$ cat config.mk
export PLATFORM = sky130hd
export DESIGN_NAME = vedic_seq_mult8_flat
export DESIGN_NICKNAME = d
export VERILOG_FILES = /design/src/rtl/vedic_seq_mult8_pkg.sv /design/src/rtl/vedic_seq_mult8_if.sv /design/src/rtl/Vedic_4bit.sv /design/src/rtl/vedic_seq_mult8.sv /design/src/flat_wrapper.sv
export SDC_FILE = /design/constraint.sdc
export NUM_CORES = 1
export LEC_CHECK = 0
export CAP_MARGIN = 10
export CORE_MARGIN = 2
export CORE_UTILIZATION = 60
export CTS_CLUSTER_DIAMETER = 80
export DETAILED_ROUTE_END_ITERATION = 6
export PLACE_DENSITY = 0.85
export REMOVE_ABC_BUFFERS = 1
export SYNTH_ARGS = -nofsm -noshare
export SYNTH_HDL_FRONTEND = slang
export SYNTH_SLANG_ARGS = --single-unit
$ cat constraint.sdc
create_clock -name clk -period 17.8 [get_ports clk]
set_input_delay 3.56 -clock clk [delete_from_list [all_inputs] [get_ports clk]]
set_output_delay 3.56 -clock clk [all_outputs]
set_load 0.005 [all_outputs]
$ cat src/rtl/vedic_seq_mult8_pkg.sv
// rtl/vedic_seq_mult8_pkg.sv - shared types and sizes for the sequential 8x8 Vedic multiplier
//
// Purpose: state encoding, operand/product widths and multiply step count
//          shared by the interface, the top level and the bench.
// Ports:   none (package).
package vedic_seq_mult8_pkg;

  localparam int OP_W       = 8;
  localparam int PROD_W     = 16;
  localparam int STEP_COUNT = 4;
  localparam int STEP_W     = 2;

  typedef enum logic [1:0] {
    ST_IDLE = 2'd0,
    ST_MUL  = 2'd1,
    ST_DONE = 2'd2
  } state_t;

  typedef logic [OP_W-1:0]   operand_t;
  typedef logic [PROD_W-1:0] product_t;
  typedef logic [STEP_W-1:0] step_t;

endpackage

$ cat src/rtl/vedic_seq_mult8_if.sv
// rtl/vedic_seq_mult8_if.sv - operand/result handshake bundle for vedic_seq_mult8
//
// Purpose: groups the operand channel (in_valid/in_ready/a/b) and the
//          result channel (out_valid/out_ready/q).
// Modports:
//   master - producer of operands and consumer of products (drives in_valid,
//            a, b, out_ready; observes in_ready, out_valid, q)
//   slave  - the multiplier (the reverse directions)
interface vedic_seq_mult8_if;
  import vedic_seq_mult8_pkg::*;

  logic     in_valid;
  logic     in_ready;
  operand_t a;
  operand_t b;
  logic     out_valid;
  logic     out_ready;
  product_t q;

  modport master (
    output in_valid,
    output a,
    output b,
    output out_ready,
    input  in_ready,
    input  out_valid,
    input  q
  );

  modport slave (
    input  in_valid,
    input  a,
    input  b,
    input  out_ready,
    output in_ready,
    output out_valid,
    output q
  );

endinterface

$ cat src/rtl/Vedic_4bit.sv
// rtl/Vedic_4bit.sv - combinational 4x4 unsigned Vedic (Urdhva Tiryagbhyam) multiplier
//
// Purpose: 4x4 product built from four 2x2 Vedic cells and a short adder tree.
// Ports:
//   a [3:0] - multiplicand nibble
//   b [3:0] - multiplier nibble
//   q [7:0] - product a*b
module Vedic_4bit (
  input  logic [3:0] a,
  input  logic [3:0] b,
  output logic [7:0] q
);

  // 2x2 Vedic cell: vertical and crosswise terms combined with half adders.
  function automatic logic [3:0] vedic_2x2(input logic [1:0] x, input logic [1:0] y);
    logic t_cross0;
    logic t_cross1;
    logic t_high;
    logic c_mid;
    logic [3:0] r;
    r[0]     = x[0] & y[0];
    t_cross0 = x[1] & y[0];
    t_cross1 = x[0] & y[1];
    r[1]     = t_cross0 ^ t_cross1;
    c_mid    = t_cross0 & t_cross1;
    t_high   = x[1] & y[1];
    r[2]     = t_high ^ c_mid;
    r[3]     = t_high & c_mid;
    return r;
  endfunction

  logic [3:0] p_ll;
  logic [3:0] p_hl;
  logic [3:0] p_lh;
  logic [3:0] p_hh;
  logic [5:0] mid_sum;
  logic [3:0] top_sum;

  always_comb begin
    p_ll = vedic_2x2(a[1:0], b[1:0]);
    p_hl = vedic_2x2(a[3:2], b[1:0]);
    p_lh = vedic_2x2(a[1:0], b[3:2]);
    p_hh = vedic_2x2(a[3:2], b[3:2]);

    // Middle column: both cross products plus the upper half of the low cell.
    // Max 9+9+2 = 20, so 6 bits never overflow.
    mid_sum = {2'b00, p_hl} + {2'b00, p_lh} + {4'b0000, p_ll[3:2]};

    // Top column: max 9 + 5 = 14, fits in 4 bits.
    top_sum = p_hh + mid_sum[5:2];

    q = {top_sum, mid_sum[1:0], p_ll[1:0]};
  end

endmodule

$ cat src/rtl/vedic_seq_mult8.sv
// rtl/vedic_seq_mult8.sv - 8x8 unsigned multiplier time-sharing one 4x4 Vedic core
//
// Purpose: accepts an operand pair, accumulates the four nibble partial
//          products over four MUL cycles (one core pass per cycle) and
//          presents the 16-bit product until the consumer takes it.
// Parameters:
//   ZERO_BYPASS - 1: a pair with a zero operand skips the MUL steps
// Ports:
//   clk  - clock, rising edge
//   rst  - synchronous active-high reset
//   bus  - vedic_seq_mult8_if.slave: in_valid/in_ready/a/b, out_valid/out_ready/q
//   busy - high whenever the FSM is not in IDLE
module vedic_seq_mult8
  import vedic_seq_mult8_pkg::*;
#(
  parameter bit ZERO_BYPASS = 1'b1
) (
  input  logic                     clk,
  input  logic                     rst,
  vedic_seq_mult8_if.slave         bus,
  output logic                     busy
);

  state_t   state;
  state_t   state_next;

  operand_t a_r;
  operand_t b_r;
  product_t acc;
  product_t acc_next;
  product_t addend;
  product_t q_r;
  step_t    step;

  logic [3:0] core_a;
  logic [3:0] core_b;
  logic [7:0] core_q;

  logic accept;
  logic zero_hit;
  logic last_step;
  logic in_ready_c;
  logic out_valid_c;
  logic busy_c;

  assign accept    = (state == ST_IDLE) && bus.in_valid;
  assign zero_hit  = ZERO_BYPASS && ((bus.a == '0) || (bus.b == '0));
  assign last_step = (step == step_t'(STEP_COUNT - 1));

  // ---------------------------------------------------------------- core
  // Step-selected nibble pairs; steps 1 and 2 share the same weight.
  always_comb begin
    core_a = a_r[3:0];
    core_b = b_r[3:0];
    case (step)
      2'd0: begin core_a = a_r[3:0]; core_b = b_r[3:0]; end
      2'd1: begin core_a = a_r[3:0]; core_b = b_r[7:4]; end
      2'd2: begin core_a = a_r[7:4]; core_b = b_r[3:0]; end
      default: begin core_a = a_r[7:4]; core_b = b_r[7:4]; end
    endcase
  end

  Vedic_4bit u_core (
    .a (core_a),
    .b (core_b),
    .q (core_q)
  );

  // Zero-extended core product placed at its nibble weight.
  always_comb begin
    addend = '0;
    case (step)
      2'd0:    addend = {8'h00, core_q};
      2'd1,
      2'd2:    addend = {4'h0, core_q, 4'h0};
      default: addend = {core_q, 8'h00};
    endcase
  end

  // Peak total is 0xFE01, so the 16-bit add cannot wrap.
  assign acc_next = acc + addend;

  // ----------------------------------------------------------------- FSM
  always_ff @(posedge clk) begin
    if (rst) begin
      state <= ST_IDLE;
    end else begin
      state <= state_next;
    end
  end

  always_comb begin
    state_next = state;
    case (state)
      ST_IDLE: begin
        if (bus.in_valid) begin
          state_next = zero_hit ? ST_DONE : ST_MUL;
        end
      end
      ST_MUL: begin
        if (last_step) begin
          state_next = ST_DONE;
        end
      end
      ST_DONE: begin
        if (bus.out_ready) begin
          state_next = ST_IDLE;
        end
      end
      default: state_next = ST_IDLE;
    endcase
  end

  always_comb begin
    in_ready_c  = 1'b0;
    out_valid_c = 1'b0;
    busy_c      = 1'b1;
    case (state)
      ST_IDLE: begin
        in_ready_c = 1'b1;
        busy_c     = 1'b0;
      end
      ST_DONE: begin
        out_valid_c = 1'b1;
      end
      default: begin
        in_ready_c  = 1'b0;
        out_valid_c = 1'b0;
      end
    endcase
  end

  // ------------------------------------------------------------ datapath
  always_ff @(posedge clk) begin
    if (rst) begin
      a_r  <= '0;
      b_r  <= '0;
      acc  <= '0;
      step <= '0;
      q_r  <= '0;
    end else begin
      if (accept) begin
        a_r  <= bus.a;
        b_r  <= bus.b;
        acc  <= '0;
        step <= '0;
        if (zero_hit) begin
          q_r <= '0;
        end
      end else if (state == ST_MUL) begin
        acc  <= acc_next;
        step <= step + 2'd1;
        // q is loaded only on the way into DONE so it holds its value
        // through IDLE and the next MUL run.
        if (last_step) begin
          q_r <= acc_next;
        end
      end
    end
  end

  assign bus.in_ready  = in_ready_c;
  assign bus.out_valid = out_valid_c;
  assign bus.q         = q_r;
  assign busy          = busy_c;

endmodule

$ cat src/flat_wrapper.sv
// flat-port wrapper written by rule: the top's interface ports become plain ports
module vedic_seq_mult8_flat import vedic_seq_mult8_pkg::*;
#(
  parameter bit ZERO_BYPASS = 1'b1
)
  (clk, rst, busy, bus_in_valid, bus_a, bus_b, bus_out_ready, bus_in_ready, bus_out_valid, bus_q);
  vedic_seq_mult8_if bus_i ();
  input  logic clk;
  input  logic rst;
  output logic busy;
  input wire logic [$bits(bus_i.in_valid)-1:0] bus_in_valid;
  input wire logic [$bits(bus_i.a)-1:0] bus_a;
  input wire logic [$bits(bus_i.b)-1:0] bus_b;
  input wire logic [$bits(bus_i.out_ready)-1:0] bus_out_ready;
  output wire logic [$bits(bus_i.in_ready)-1:0] bus_in_ready;
  output wire logic [$bits(bus_i.out_valid)-1:0] bus_out_valid;
  output wire logic [$bits(bus_i.q)-1:0] bus_q;
  assign bus_i.in_valid = bus_in_valid;
  assign bus_i.a = bus_a;
  assign bus_i.b = bus_b;
  assign bus_i.out_ready = bus_out_ready;
  assign bus_in_ready = bus_i.in_ready;
  assign bus_out_valid = bus_i.out_valid;
  assign bus_q = bus_i.q;
  vedic_seq_mult8 #(.ZERO_BYPASS(ZERO_BYPASS)) u_core (.clk(clk), .rst(rst), .bus(bus_i), .busy(busy));
endmodule
## Word level (Yosys, flattened, before mapping)

Index checks and enable logic that the tools add are counted.

- Bits in registers: 52
- Input port bits: 20
- Output and inout bits: 19

- Reduce and logical (&&, ||, !) cells: 14
- Bitwise gates (word level): 32
- Add/subtract/negate cells: 5
- Equal/unequal tests: 9
- Multiplexer cells: 15

Operator list:

| kind | number |
|---|---|
| 16-bit two-way mux | 4 |
| 16-bit case mux with 2 select lines | 1 |
| 1-bit bitwise AND | 24 |
| 16-bit adder | 1 |
| 8-bit zero test | 2 |
| 2-bit two-way mux | 4 |
| 4-bit two-way mux | 2 |
| 2-bit OR reduction | 4 |
| 1-bit bitwise XOR | 8 |
| 5-bit by 2-bit adder with 6-bit output | 1 |
| 2-bit equality test, second input constant | 3 |
| 2-bit inequality test, second input constant | 3 |
| 2-bit case mux with 3 select lines | 1 |
| 3-bit AND reduction | 2 |
| 4-bit by 4-bit adder with 5-bit output | 1 |
| 4-bit adder | 1 |
| 2-bit by 1-bit equality test with 1-bit output, second input constant | 2 |
| 2-bit zero test | 2 |
| 2-bit nonzero test | 2 |
| 1-bit two-way mux | 3 |
| 2-bit by 1-bit adder with 2-bit output, second input constant | 1 |
| 2-bit by 1-bit inequality test with 1-bit output, second input constant | 1 |
| 1-bit logical AND | 1 |
| 1-bit logical OR | 1 |

## Depth between registers and ports, before layout

Gate-level depths: netlist of run 1.

- Depth after elaboration: 14
- Mapped depth: 27
- Gate-level depth less buffers: 27

## Modules after synthesis

From an unflattened synthesis of run 1, not the netlist that was laid out.

- Cell total of the unflattened synthesis: 428
- Area, all modules: 3498.4 um^2

Modules (own cells, without submodules):

| module | cells an instance | seq. area each (um^2) | area an instance (um^2) | times used |
|---|---|---|---|---|
| vedic_seq_mult8 | 377 | 1041.0 | 3007.9 | 1 |
| Vedic_4bit | 51 | 0.0 | 490.5 | 1 |

## Least setup slack after synthesis of run 1

OpenSTA, ideal clock, no wires.

- Path kind: register to register
- Start point: reg u_core.step[0]
- End point: reg u_core.q_r[14] (netlist: u_core.bus.q[14])
- Setup time: 0.117 ns
- Cell stages (with the launch flop): 26
- Data arrival time: 5.465 ns
- Setup slack: 12.218 ns
- Clock period less this slack: 5.582 ns
- Required time: 17.683 ns
- Cells stage by stage: dfxtp_1 > inv_1 > ha_1 > nor2_1 > mux2i_1 > nor2_1 > ha_1 > ha_1 > fa_1 > ha_1 > fa_1 > xor2_1 > ha_1 > a21o_1 > a21oi_1 > xnor2_1 > a22oi_1 > nor2_1 > ha_1 > and2_1 > a211o_1 > nand2_1 > nand3_2 > a311oi_2 > xnor2_1 > a22o_1

- Cells in the longest elaborated chain, start to end: 14
- Elaborated cells between the ends (all ways): 51

Ends and longest elaborated chain:

| what | line | source |
|---|---|---|
| start: declaration | vedic_seq_mult8.sv:33 | `step_t step;` |
| start signal: assignment | vedic_seq_mult8.sv:152 | `step <= step + 2'd1;` |
| 2-bit by 1-bit equality test with 1-bit output (tied with other cells) | vedic_seq_mult8.sv:55, vedic_seq_mult8.sv:72 |  |
| 2-bit OR reduction (no line) | -- |  |
| 4-bit two-way mux | vedic_seq_mult8.sv:55 | `case (step)` |
| 1-bit bitwise AND, on equally long branches | Vedic_4bit.sv:22, Vedic_4bit.sv:23 |  |
| 1-bit bitwise AND | Vedic_4bit.sv:25 | `c_mid = t_cross0 & t_cross1;` |
| 1-bit bitwise XOR / 1-bit bitwise AND (equally long branches) | Vedic_4bit.sv:27, Vedic_4bit.sv:28 |  |
| 4-bit by 4-bit adder with 5-bit output | Vedic_4bit.sv:47 | `mid_sum = {2'b00, p_hl} + {2'b00, p_lh} + {4'b0000, p_ll[3:2]};` |
| 5-bit by 2-bit adder with 6-bit output | Vedic_4bit.sv:47 |  |
| 4-bit adder | Vedic_4bit.sv:50 | `top_sum = p_hh + mid_sum[5:2];` |
| 16-bit case mux with 2 select lines | vedic_seq_mult8.sv:72 | `case (step)` |
| 16-bit adder | vedic_seq_mult8.sv:81 | `assign acc_next = acc + addend;` |
| 16-bit two-way mux | vedic_seq_mult8.sv:155 | `if (last_step) begin` |
| 16-bit two-way mux | vedic_seq_mult8.sv:150 | `end else if (state == ST_MUL) begin` |
| 16-bit two-way mux | vedic_seq_mult8.sv:142 | `if (accept) begin` |
| end signal: assignment | vedic_seq_mult8.sv:156 | `q_r <= acc_next;` |
| end: declaration | vedic_seq_mult8.sv:32 | `product_t q_r;` |

Parallel ways exist; a longest one is shown, timed or not. The select of a mux whose other input is x is not followed.
A chain may end at the register's enable or synchronous reset.

## Final worst setup path of run 1

- Start point: reg u_core.step[0]
- End point: reg u_core.q_r[12] (netlist: u_core.bus.q[12])

Same word-level chain as after synthesis.

==> results.json, run 1 <==
{
  "startpoint": "u_core.step[0]",
  "maxCapViolCount": 0,
  "yosysSeqAreaShare_pct": 30.66,
  "die_width_um": 79.23,
  "pwr_density_cell_nw_per_um2": 59.49,
  "crit_fanout": 5,
  "postSynthAreaPerCell_um2": 8.028,
  "dp.cells": 515,
  "crit_top_cell": "ha_1",
  "die_area_um2": 6277,
  "antenna_cells": 0,
  "cts-root-buf": "clkbuf_8",
  "rows": 27,
  "grt_max_degree": 32,
  "ys_types": 49,
  "cts-resized-gates": 0,
  "hold_path.class": "reg -> reg",
  "crit_family": "adder cells",
  "vias_per_cell": 5.897,
  "hp-start": "u_core.b_r[7]",
  "worst_pin_slew_ns": 0.8469,
  "via_count": 3078,
  "finalSetupViolCount": 0,
  "routedWlPerCell_um": 15.26,
  "ir_drop_mv": 0.04097,
  "slowest_delay_ns": 0.49,
  "drtAntennaViolNets": 0,
  "rsz0062_at_grt": "no",
  "synth_area_um2": 3396,
  "setup_tns_ns": 0,
  "drive_gt1_share_pct": 4.000,
  "cts_buffers": 5,
  "place_area_um2": 3801,
  "synth_edf_count": 0,
  "wl_um": 7968,
  "path_depth": 25,
  "drt-pass1-iter-count": 5,
  "grt_usage_pct": 26.56,
  "period_minus_slack_ns": 6.241,
  "htree_levels": 2,
  "holdBufCountCts": 0,
  "grt_pass1_vias": 2864,
  "slew_headroom_pct": 43.54,
  "cp_slowest_cell": "fa_1",
  "die_height_um": 79.23,
  "r2r_start": "u_core.step[0]",
  "min_to": "u_core.b_r[7]",
  "finalHoldViolations": 0,
  "dp_slack_ns": 11.68,
  "timing.hold.ws_ns": 0.4632,
  "layout.nets": 511,
  "p_leak_uw": 0.001627,
  "critPathLaunchType": "register",
  "crit_type": "reg -> reg",
  "grt_antenna_before_repair": 0,
  "layout_common_cells": "nand2_1, dfxtp_1, a21oi_1, nor2_1, clkdlybuf4s50_1",
  "clock_skew_ns": 0.007229,
  "drcViolationCount": 0,
  "timing.rr.end": "u_core.bus.q[12]",
  "end_kind": "register",
  "reg2reg_slack_ns": 11.56,
  "cts.reportedPaths.clkPinSlew_ns": 0.09,
  "fin_crit_sh_pct": 35.06,
  "path_buf_inv": 1,
  "final_common_cell": "nand2_1",
  "io_buffers": 38,
  "required_ns": 18.01,
  "io_pins": 39,
  "max_freq_ghz": 0.1602,
  "final_max_slew_viol_count": 0,
  "grt_pass1_wl_um": 13370,
  "cts_setup_buffers": 0,
  "critPathArrivalTime_ns": 6.45,
  "clk_latency_ns": 0.31,
  "area.growth.synth_to_final_pct": 14.44,
  "nFillCells": 460,
  "initialDrtViolationCount": 283,
  "layoutNonFillerInstCount": 522,
  "rr_worst_depth": 25,
  "hold_depth": 2,
  "ys_ff_latch": 52,
  "initial_core_util_pct": 62.05,
  "cts_buffer_depth": 2,
  "final_area_um2": 3886,
  "synth_cells": 423,
  "gp_congestion": 0.9454,
  "cts_sinks": 52,
  "ys.flop_type": "dfxtp_1",
  "grt-ovfl-total": 0,
  "dp_hpwl_um": 5853,
  "cts_tree": "built",
  "async_reset_ff_share_pct": 0,
  "setup_ws_ns": 11.56,
  "ys_warn_count": 0,
  "core-area_um2": 5473,
  "status": "complete, no violations"
}
==> layer usage <==
layer / vias up / global-route usage (%) / wire length (um)
li1: 1518 / - / -
met1: 1427 / 36.27 / 3711
met2: 120 / 42.88 / 3645
met3: 13 / 3.977 / 485
met4: 0 / 9.138 / 125
met5: - / 0 / 0
==> worst min-delay path: stages, from the launching register on <==
cell	delay, ns
dfxtp_1	0.32
nand2_1	0.05
a21oi_1	0.05
==> how the worst max path moves through the flow <==
stage	endpoint	slack [ns]
after global placement	u_core.bus.q[15]	11.79
after global routing	u_core.acc[15]	11.13
after floorplan	u_core.bus.q[14]	12.21
final	u_core.bus.q[12]	11.56
after detailed placement	u_core.bus.q[12]	11.68
after CTS	u_core.bus.q[12]	11.63
==> per-stage QoR <==
stage | power (uW) | util (%)
floorplan | 148.3 | -
global placement | 163.1 | 69.46
detailed placement | 164.2 | 69.46
CTS | 230.9 | 71.01
global route | 240.9 | 71.01
finish | 231.2 | 71.01
==> cell families (layout without fill, tap and decap cells) <==
group / count (synthesis) / count (layout) / synth area share, %
AOI/OAI and AO/OA: 97 / 97 / 18.79
DFF: 52 / 52 / 30.66
and+or+nand+nor: 171 / 171 / 22.81
adders and majority gates: 41 / 41 / 16.21
buffers and inverters: 34 / 61 / 3.905
muxes: 11 / 11 / 3.243
xor gates and xnor gates: 17 / 17 / 4.385
==> state kept, by name, indices dropped and copies added, names as in the netlist <==
name and flops:
u_core.acc 16, u_core.bus.q 16, u_core.a_r 8, u_core.b_r 8, u_core.state 2, u_core.step 2
==> where the power goes <==
group          leakage, uW  internal (uW)  switching [uW]  total [uW]
registers         0.000422            120            2.61         123
clock network    0.0000406           27.5            41.1        68.6
logic              0.00116           15.4            24.5        39.9
==> cell type report <==
| type | count | area (um2) | share of cell area (%) |
|---|---|---|---|
| Sequential cell | 52 | 1041 | 26.79 |
| Timing Repair Buffer | 40 | 395.4 | 10.17 |
| Clock inverter | 2 | 16.27 | 0.4185 |
| Inverter | 14 | 52.55 | 1.352 |
| Clock buffer | 5 | 68.82 | 1.771 |
| Multi-Input combinational cell | 337 | 2222 | 57.18 |
| Tap cell | 72 | 90.09 | 2.318 |
==> synthesized netlist by cell type (2+ instances only) <==
cell | number | share of area, %
a21o_1 | 5 | 1.1
or3_1 | 2 | 0.37
nor2_1 | 42 | 4.6
buf_2 | 3 | 0.44
xor2_1 | 4 | 1.0
nand3_1 | 11 | 1.6
and2_1 | 8 | 1.5
o21ai_0 | 10 | 1.5
nand2_1 | 73 | 8.1
or2_2 | 2 | 0.37
mux2i_1 | 11 | 3.2
a31oi_1 | 2 | 0.37
inv_1 | 14 | 1.5
ha_1 | 36 | 13
nand4_1 | 2 | 0.37
nand2b_1 | 7 | 1.3
nor2b_1 | 10 | 1.8
a21oi_1 | 45 | 6.6
xnor2_1 | 13 | 3.4
a211oi_1 | 2 | 0.44
clkbuf_1 | 15 | 1.7
a22o_1 | 5 | 1.3
and3_1 | 3 | 0.55
a32o_1 | 2 | 0.59
nor4_1 | 5 | 0.92
fa_1 | 5 | 2.9
a22oi_1 | 9 | 2.0
dfxtp_1 | 52 | 31
o21a_1 | 2 | 0.44
nor3_1 | 4 | 0.59
Power figures use the tool's default switching activity.
==> run 2, diff against run 1 <==
- CORE_UTILIZATION: 60 -> 51
- PLACE_DENSITY: 0.85 -> 0.76
- clock period: 17.8 -> 5.15 ns (I/O delays scaled with it)
==> run 2 against run 1 <==
The flow now finishes with violations (negative setup slack). Combinational power rose to 4.7 times the previous value. Clock skew about the same. Utilization up 1.3 points. Die area up 17%. Critical path type unchanged. Critical endpoint is now u_core.bus.q[11]. Largest power group unchanged.
==> results.json, run 2 (synthesis results as in run 1) <==
{
  "layout_common_cells": "nand2_1, dfxtp_1, buf_4, nor2_1, a21oi_1",
  "area.growth.synth_to_final_pct": 36.07,
  "clk_latency_ns": 0.31,
  "crit_chain": "inv_4 > ha_4 > nor2_4 > buf_6 > buf_6 > mux2i_4 > nor2_1 > ha_1 > fa_1 > ha_4 > fa_2 > ha_4 > inv_1 > fa_2 > xnor2_2 > a21oi_2 > nor2_1 > ha_1 > a21oi_2 > o21ai_2 > o21a_1 > or3_4 > a32o_1",
  "dp_slack_ns": -0.4972,
  "required_ns": 5.37,
  "comb_power_share_pct": 20.6,
  "pwr_density_cell_nw_per_um2": 197.0,
  "initial_core_util_pct": 53.17,
  "antenna_cells": 0,
  "crit_fanout": 4,
  "drtAntennaViolNets": 0,
  "rows": 29,
  "p_leak_uw": 0.001928,
  "period_minus_slack_ns": 5.441,
  "pwr-share-seq_pct": 46.9,
  "crit_top_cell": "ha_4",
  "p_clk_share_pct": 32.5,
  "grt-ovfl-total": 0,
  "p_sw_share_pct": 28.77,
  "grt_pass1_vias": 3054,
  "reg2reg_slack_ns": -0.29,
  "core-area_um2": 6386,
  "finalSetupViolCount": 15,
  "via_count": 3259,
  "io_pins": 39,
  "drive_gt1_share_pct": 23.45,
  "clock_skew_ns": 0.007704,
  "cts_tree": "built",
  "status": "finished, violations left",
  "final_max_slew_viol_count": 0,
  "grt_max_degree": 32,
  "p_int_uw": 648.2,
  "layout.nets": 559,
  "maxCapViolCount": 0,
  "cts_sinks": 52,
  "die_width_um": 85.60,
  "slew_headroom_pct": 41.20,
  "die_area_um2": 7327,
  "final_common_cell": "nand2_1",
  "setup_tns_ns": -2.203,
  "worst_pin_slew_ns": 0.8819,
  "power_switching_uw": 261.9,
  "cp_slowest_cell": "fa_2",
  "wl_um": 9177,
  "rsz0062_at_grt": "yes",
  "gp_congestion": 0.8730,
  "hold_path.class": "reg -> reg",
  "cts_buffer_depth": 2,
  "end_kind": "register",
  "max_freq_ghz": 0.1838,
  "drcViolationCount": 0,
  "ir_drop_mv": 0.1836,
  "htree_levels": 2,
  "grt_usage_pct": 23.82,
  "cts-root-buf": "clkbuf_8",
  "critPathArrivalTime_ns": 5.66,
  "finalHoldViolations": 0,
  "crit_type": "reg -> reg",
  "critPathLaunchType": "register",
  "violations": "negative setup slack",
  "cts_buffers": 5,
  "routedWlPerCell_um": 15.93,
  "setup_ws_ns": -0.2911,
  "fin_crit_sh_pct": 105.7,
  "drt-pass1-iter-count": 7,
  "slowest_delay_ns": 0.55,
  "initialDrtViolationCount": 210,
  "io_buffers": 38,
  "die_height_um": 85.60,
  "grt_antenna_before_repair": 0,
  "vias_per_cell": 5.658,
  "cts.reportedPaths.clkPinSlew_ns": 0.10,
  "dp_hpwl_um": 6138,
  "grt_pass1_wl_um": 14170
}
==> run 2: path summary, 6_finish.rpt <==
path,end,cells after the start,from
min reg2reg,u_core.acc[11],2,u_core.acc[11]
max reg2reg,u_core.bus.q[11],23,u_core.step[0]
max,u_core.bus.q[11],23,u_core.step[0]
min,u_core.acc[11],2,u_core.acc[11]
==> run 2: layout make-up <==
cell class              instances  area, um2
inverters                      14      57.56
repair buffers                 88      774.5
clock inverters                 3      46.29
multi-input cells             337       2529
fillers                       467       1765
flip-flops and latches         52       1049
well taps                      77      96.34
clock buffers                   5      68.82
==> run 2: metal layers <==
metal	track usage (%)	part of all wire [%]	vias up
met3	3.754	3.8	20
met5	0	0	-
met2	39.56	48	87
met4	7.504	2.3	0
met1	31.85	46	1545
li1	-	-	1607
==> run 2: power by group through the flow <==
stage	Combinational, uW	Clock [uW]	Sequential, uW
6_report	188	296	426
5_1_grt	202	316	428
4_1_cts	170	301	425
3_5_place_dp	152	0	433
3_3_place_gp	150	0	432
2_1_floorplan	82.1	0	430
==> run 2: per-stage QoR <==
| step | instances | utilization (%) | total power (uW) | hold WS, ns | area (um2) |
|---|---|---|---|---|---|
| floorplan | 403 | - | 512.5 | 0.4296 | 3316 |
| global placement | 559 | 64.20 | 582.6 | 0.4459 | 4100 |
| detailed placement | 559 | 64.20 | 585.2 | 0.4468 | 4100 |
| CTS | 574 | 69.44 | 897.3 | 0.4637 | 4434 |
| global route | 576 | 72.36 | 945.9 | 0.4883 | 4621 |
| finish | 576 | 72.36 | 910.1 | 0.4643 | 4621 |
==> run 2: critical path: cells and delay by family (launching register included) <==
kind / cells / cell delay, ns
compound gates: 5 / 0.93
xor+xnor: 1 / 0.24
fa+ha+maj: 8 / 2.50
buf+inv: 4 / 0.35
flops: 1 / 0.38
mux: 1 / 0.26
simple gates: 4 / 0.69
==> run 2: repair_timing <==
| action | in CTS | in global routing |
|---|---|---|
| pin swaps | 24 | 22 |
| resized for setup | 46 | 36 |
| buffers inserted | 7 | 2 |
| endpoints found under the setup margin | 20 | 22 |
| hold buffers | 0 | 0 |
==> run 3, diff against run 2 <==
- GPL_TIMING_DRIVEN: default -> 0
- RECOVER_POWER: default -> 100
==> run 3 against run 2 <==
Combinational power up 3%. Critical path type unchanged. Cell count down 3.3%. First-iteration DRC count up 35%. Clock power down 15%. The run still ends with negative setup slack left. Clock-buffer cell count up 2. Flip-flop and latch count unchanged. Register-to-register slack worse by 0.15 ns. Global-route usage down 0.84 points. Routed wire length up 5.8%. Utilization down 1.4 points. Largest power group unchanged. Fmax down 2.7%.
==> results.json, run 3 (synthesis results as in run 1) <==
{
  "reg2reg_slack_ns": -0.44,
  "crit_fanout": 4,
  "drive_gt1_share_pct": 21.88,
  "pwr-share-seq_pct": 49.0,
  "period_minus_slack_ns": 5.593,
  "clk_latency_ns": 0.31,
  "cts_buffer_depth": 2,
  "antenna_cells": 0,
  "max_freq_ghz": 0.1788,
  "ff_latch_area_um2": 1044,
  "grt_antenna_before_repair": 0,
  "initialDrtViolationCount": 283,
  "required_ns": 5.31,
  "drt-pass1-iter-count": 5,
  "comb_power_share_pct": 22.2,
  "pwr_density_cell_nw_per_um2": 192.8,
  "core-area_um2": 6386,
  "layout.nets": 540,
  "maxCapViolCount": 0,
  "slew_headroom_pct": 21.14,
  "hold_path.class": "reg -> reg",
  "die_height_um": 85.60,
  "die_width_um": 85.60,
  "layout_common_cells": "nand2_1, dfxtp_1, nor2_1, a21oi_1",
  "cts.reportedPaths.clkPinSlew_ns": 0.10,
  "grt-ovfl-total": 0,
  "finalPower_uw": 874.2,
  "p_sw_share_pct": 29.90,
  "p_clk_share_pct": 28.8,
  "crit_type": "reg -> reg",
  "initial_core_util_pct": 53.17,
  "grt_usage_pct": 22.98,
  "violations": "negative setup slack",
  "cts_tree": "built",
  "gp_congestion": 0.8562,
  "p_int_uw": 612.8,
  "final_common_cell": "nand2_1",
  "drtAntennaViolNets": 0,
  "dp.cells": 518,
  "cts_buffers": 5,
  "nFillCells": 462,
  "power_switching_uw": 261.4,
  "final_max_slew_viol_count": 0,
  "area.growth.synth_to_final_pct": 33.49,
  "rsz0062_at_grt": "yes",
  "rr_worst_depth": 25,
  "setup_ws_ns": -0.4429,
  "critPathLaunchType": "register",
  "drcViolationCount": 0,
  "status": "finished, violations left",
  "grt_pass1_vias": 3055,
  "p_leak_uw": 0.001871,
  "multi_input_area_um2": 2600,
  "end_kind": "register",
  "finalSetupViolCount": 18,
  "setup_tns_ns": -5.236,
  "io_buffers": 38,
  "grt_max_degree": 32,
  "wl_um": 9709,
  "io_pins": 39,
  "worst_pin_slew_ns": 1.179,
  "cts-root-buf": "clkbuf_8",
  "dp_hpwl_um": 5566,
  "fin_crit_sh_pct": 108.6,
  "routedWlPerCell_um": 17.43,
  "cts_sinks": 52,
  "hold_depth": 2,
  "critPathArrivalTime_ns": 5.75,
  "ir_drop_mv": 0.1588,
  "grt_pass1_wl_um": 13780,
  "via_count": 3333,
  "vias_per_cell": 5.984,
  "clock_skew_ns": 0.007358,
  "die_area_um2": 7327,
  "rows": 29,
  "layoutNonFillerInstCount": 557,
  "r2r_start": "u_core.step[1]",
  "min_to": "u_core.acc[0]",
  "timing.rr.end": "u_core.acc[15]",
  "finalHoldViolations": 0,
  "htree_levels": 2,
  "hp-start": "u_core.acc[0]"
}
-- run 3: cell count changes in the layout (fill, tap and decap cells not counted), moves of 3 or more --
cell,previous run,this run
ha_2,3,6
mux2i_4,3,7
dlygate4sd3_1,0,15
a21oi_1,39,36
buf_4,45,25
ha_1,28,25
clkdlybuf4s50_1,38,23
-- run 3: cell type report --
class / count / share of cell area, %
inverter: 14 / 1.214
clock buffer: 7 / 1.904
clock inverter: 1 / 0.1656
tap: 77 / 2.125
timing repair buffer: 69 / 14.21
sequential: 52 / 23.02
multi-input combinational: 337 / 57.36
-- run 3: power groups by stage --
stage / Sequential, uW / Combinational, uW / Clock (uW)
floorplan: 430 / 82.1 / 0
global placement: 432 / 131 / 0
detailed placement: 433 / 134 / 0
CTS: 427 / 166 / 252
global route: 429 / 207 / 272
finish: 428 / 194 / 252
-- run 3: worst max-delay path by stage --
stage               cells after the start            from  slack, ns               end
floorplan                              25  u_core.step[0]      -0.44  u_core.bus.q[14]
CTS                                    25  u_core.step[0]      -0.42  u_core.bus.q[14]
global placement                       25  u_core.step[0]      -0.99  u_core.bus.q[12]
global route                           24  u_core.step[1]      -0.63  u_core.bus.q[14]
finish                                 25  u_core.step[1]      -0.44    u_core.acc[15]
detailed placement                     25  u_core.step[0]      -1.13  u_core.bus.q[12]
-- run 3: per-layer routing --
layer	global-route usage (%)	up-vias	routed length, um
met5	0	-	0
met4	5.628	0	305
met3	3.754	35	582
met2	39.49	149	4790
met1	30.22	1576	4030
li1	-	1573	-
-- run 3: per-stage QoR --
stage	instance area, um2	worst slack, ns	hold slack, ns	utilization, %
5_1_grt	4533	-0.6335	0.4876	70.98
3_3_place_gp	3792	-0.9949	0.4426	59.38
3_5_place_dp	3795	-1.134	0.4472	59.42
4_1_cts	4269	-0.4207	0.4689	66.85
2_1_floorplan	3316	-0.4389	0.4296	-
6_report	4533	-0.4429	0.4657	70.98
-- run 3: critical path, stage by stage, from the launching register on --
cell	delay, ns
dfxtp_2	0.34
buf_4	0.13
ha_2	0.18
nor2_4	0.13
buf_12	0.16
mux2i_4	0.30
nor2_1	0.13
ha_1	0.32
fa_1	0.50
ha_2	0.21
fa_2	0.37
xor2_2	0.17
ha_1	0.28
a21o_1	0.20
a21oi_4	0.22
xnor2_4	0.11
a22oi_2	0.16
nor2_2	0.08
ha_4	0.31
buf_4	0.12
nand3_1	0.11
o21ai_2	0.27
nor2_2	0.09
o31ai_2	0.23
xnor2_1	0.21
a211oi_1	0.11
-- run 3: repair_timing --
action                                  4_1_cts  5_1_grt
hold buffers                                  0        0
endpoints found under the setup margin       22       20
pin swaps                                    27       22
setup buffers                                18       13
resized for setup                            55       37
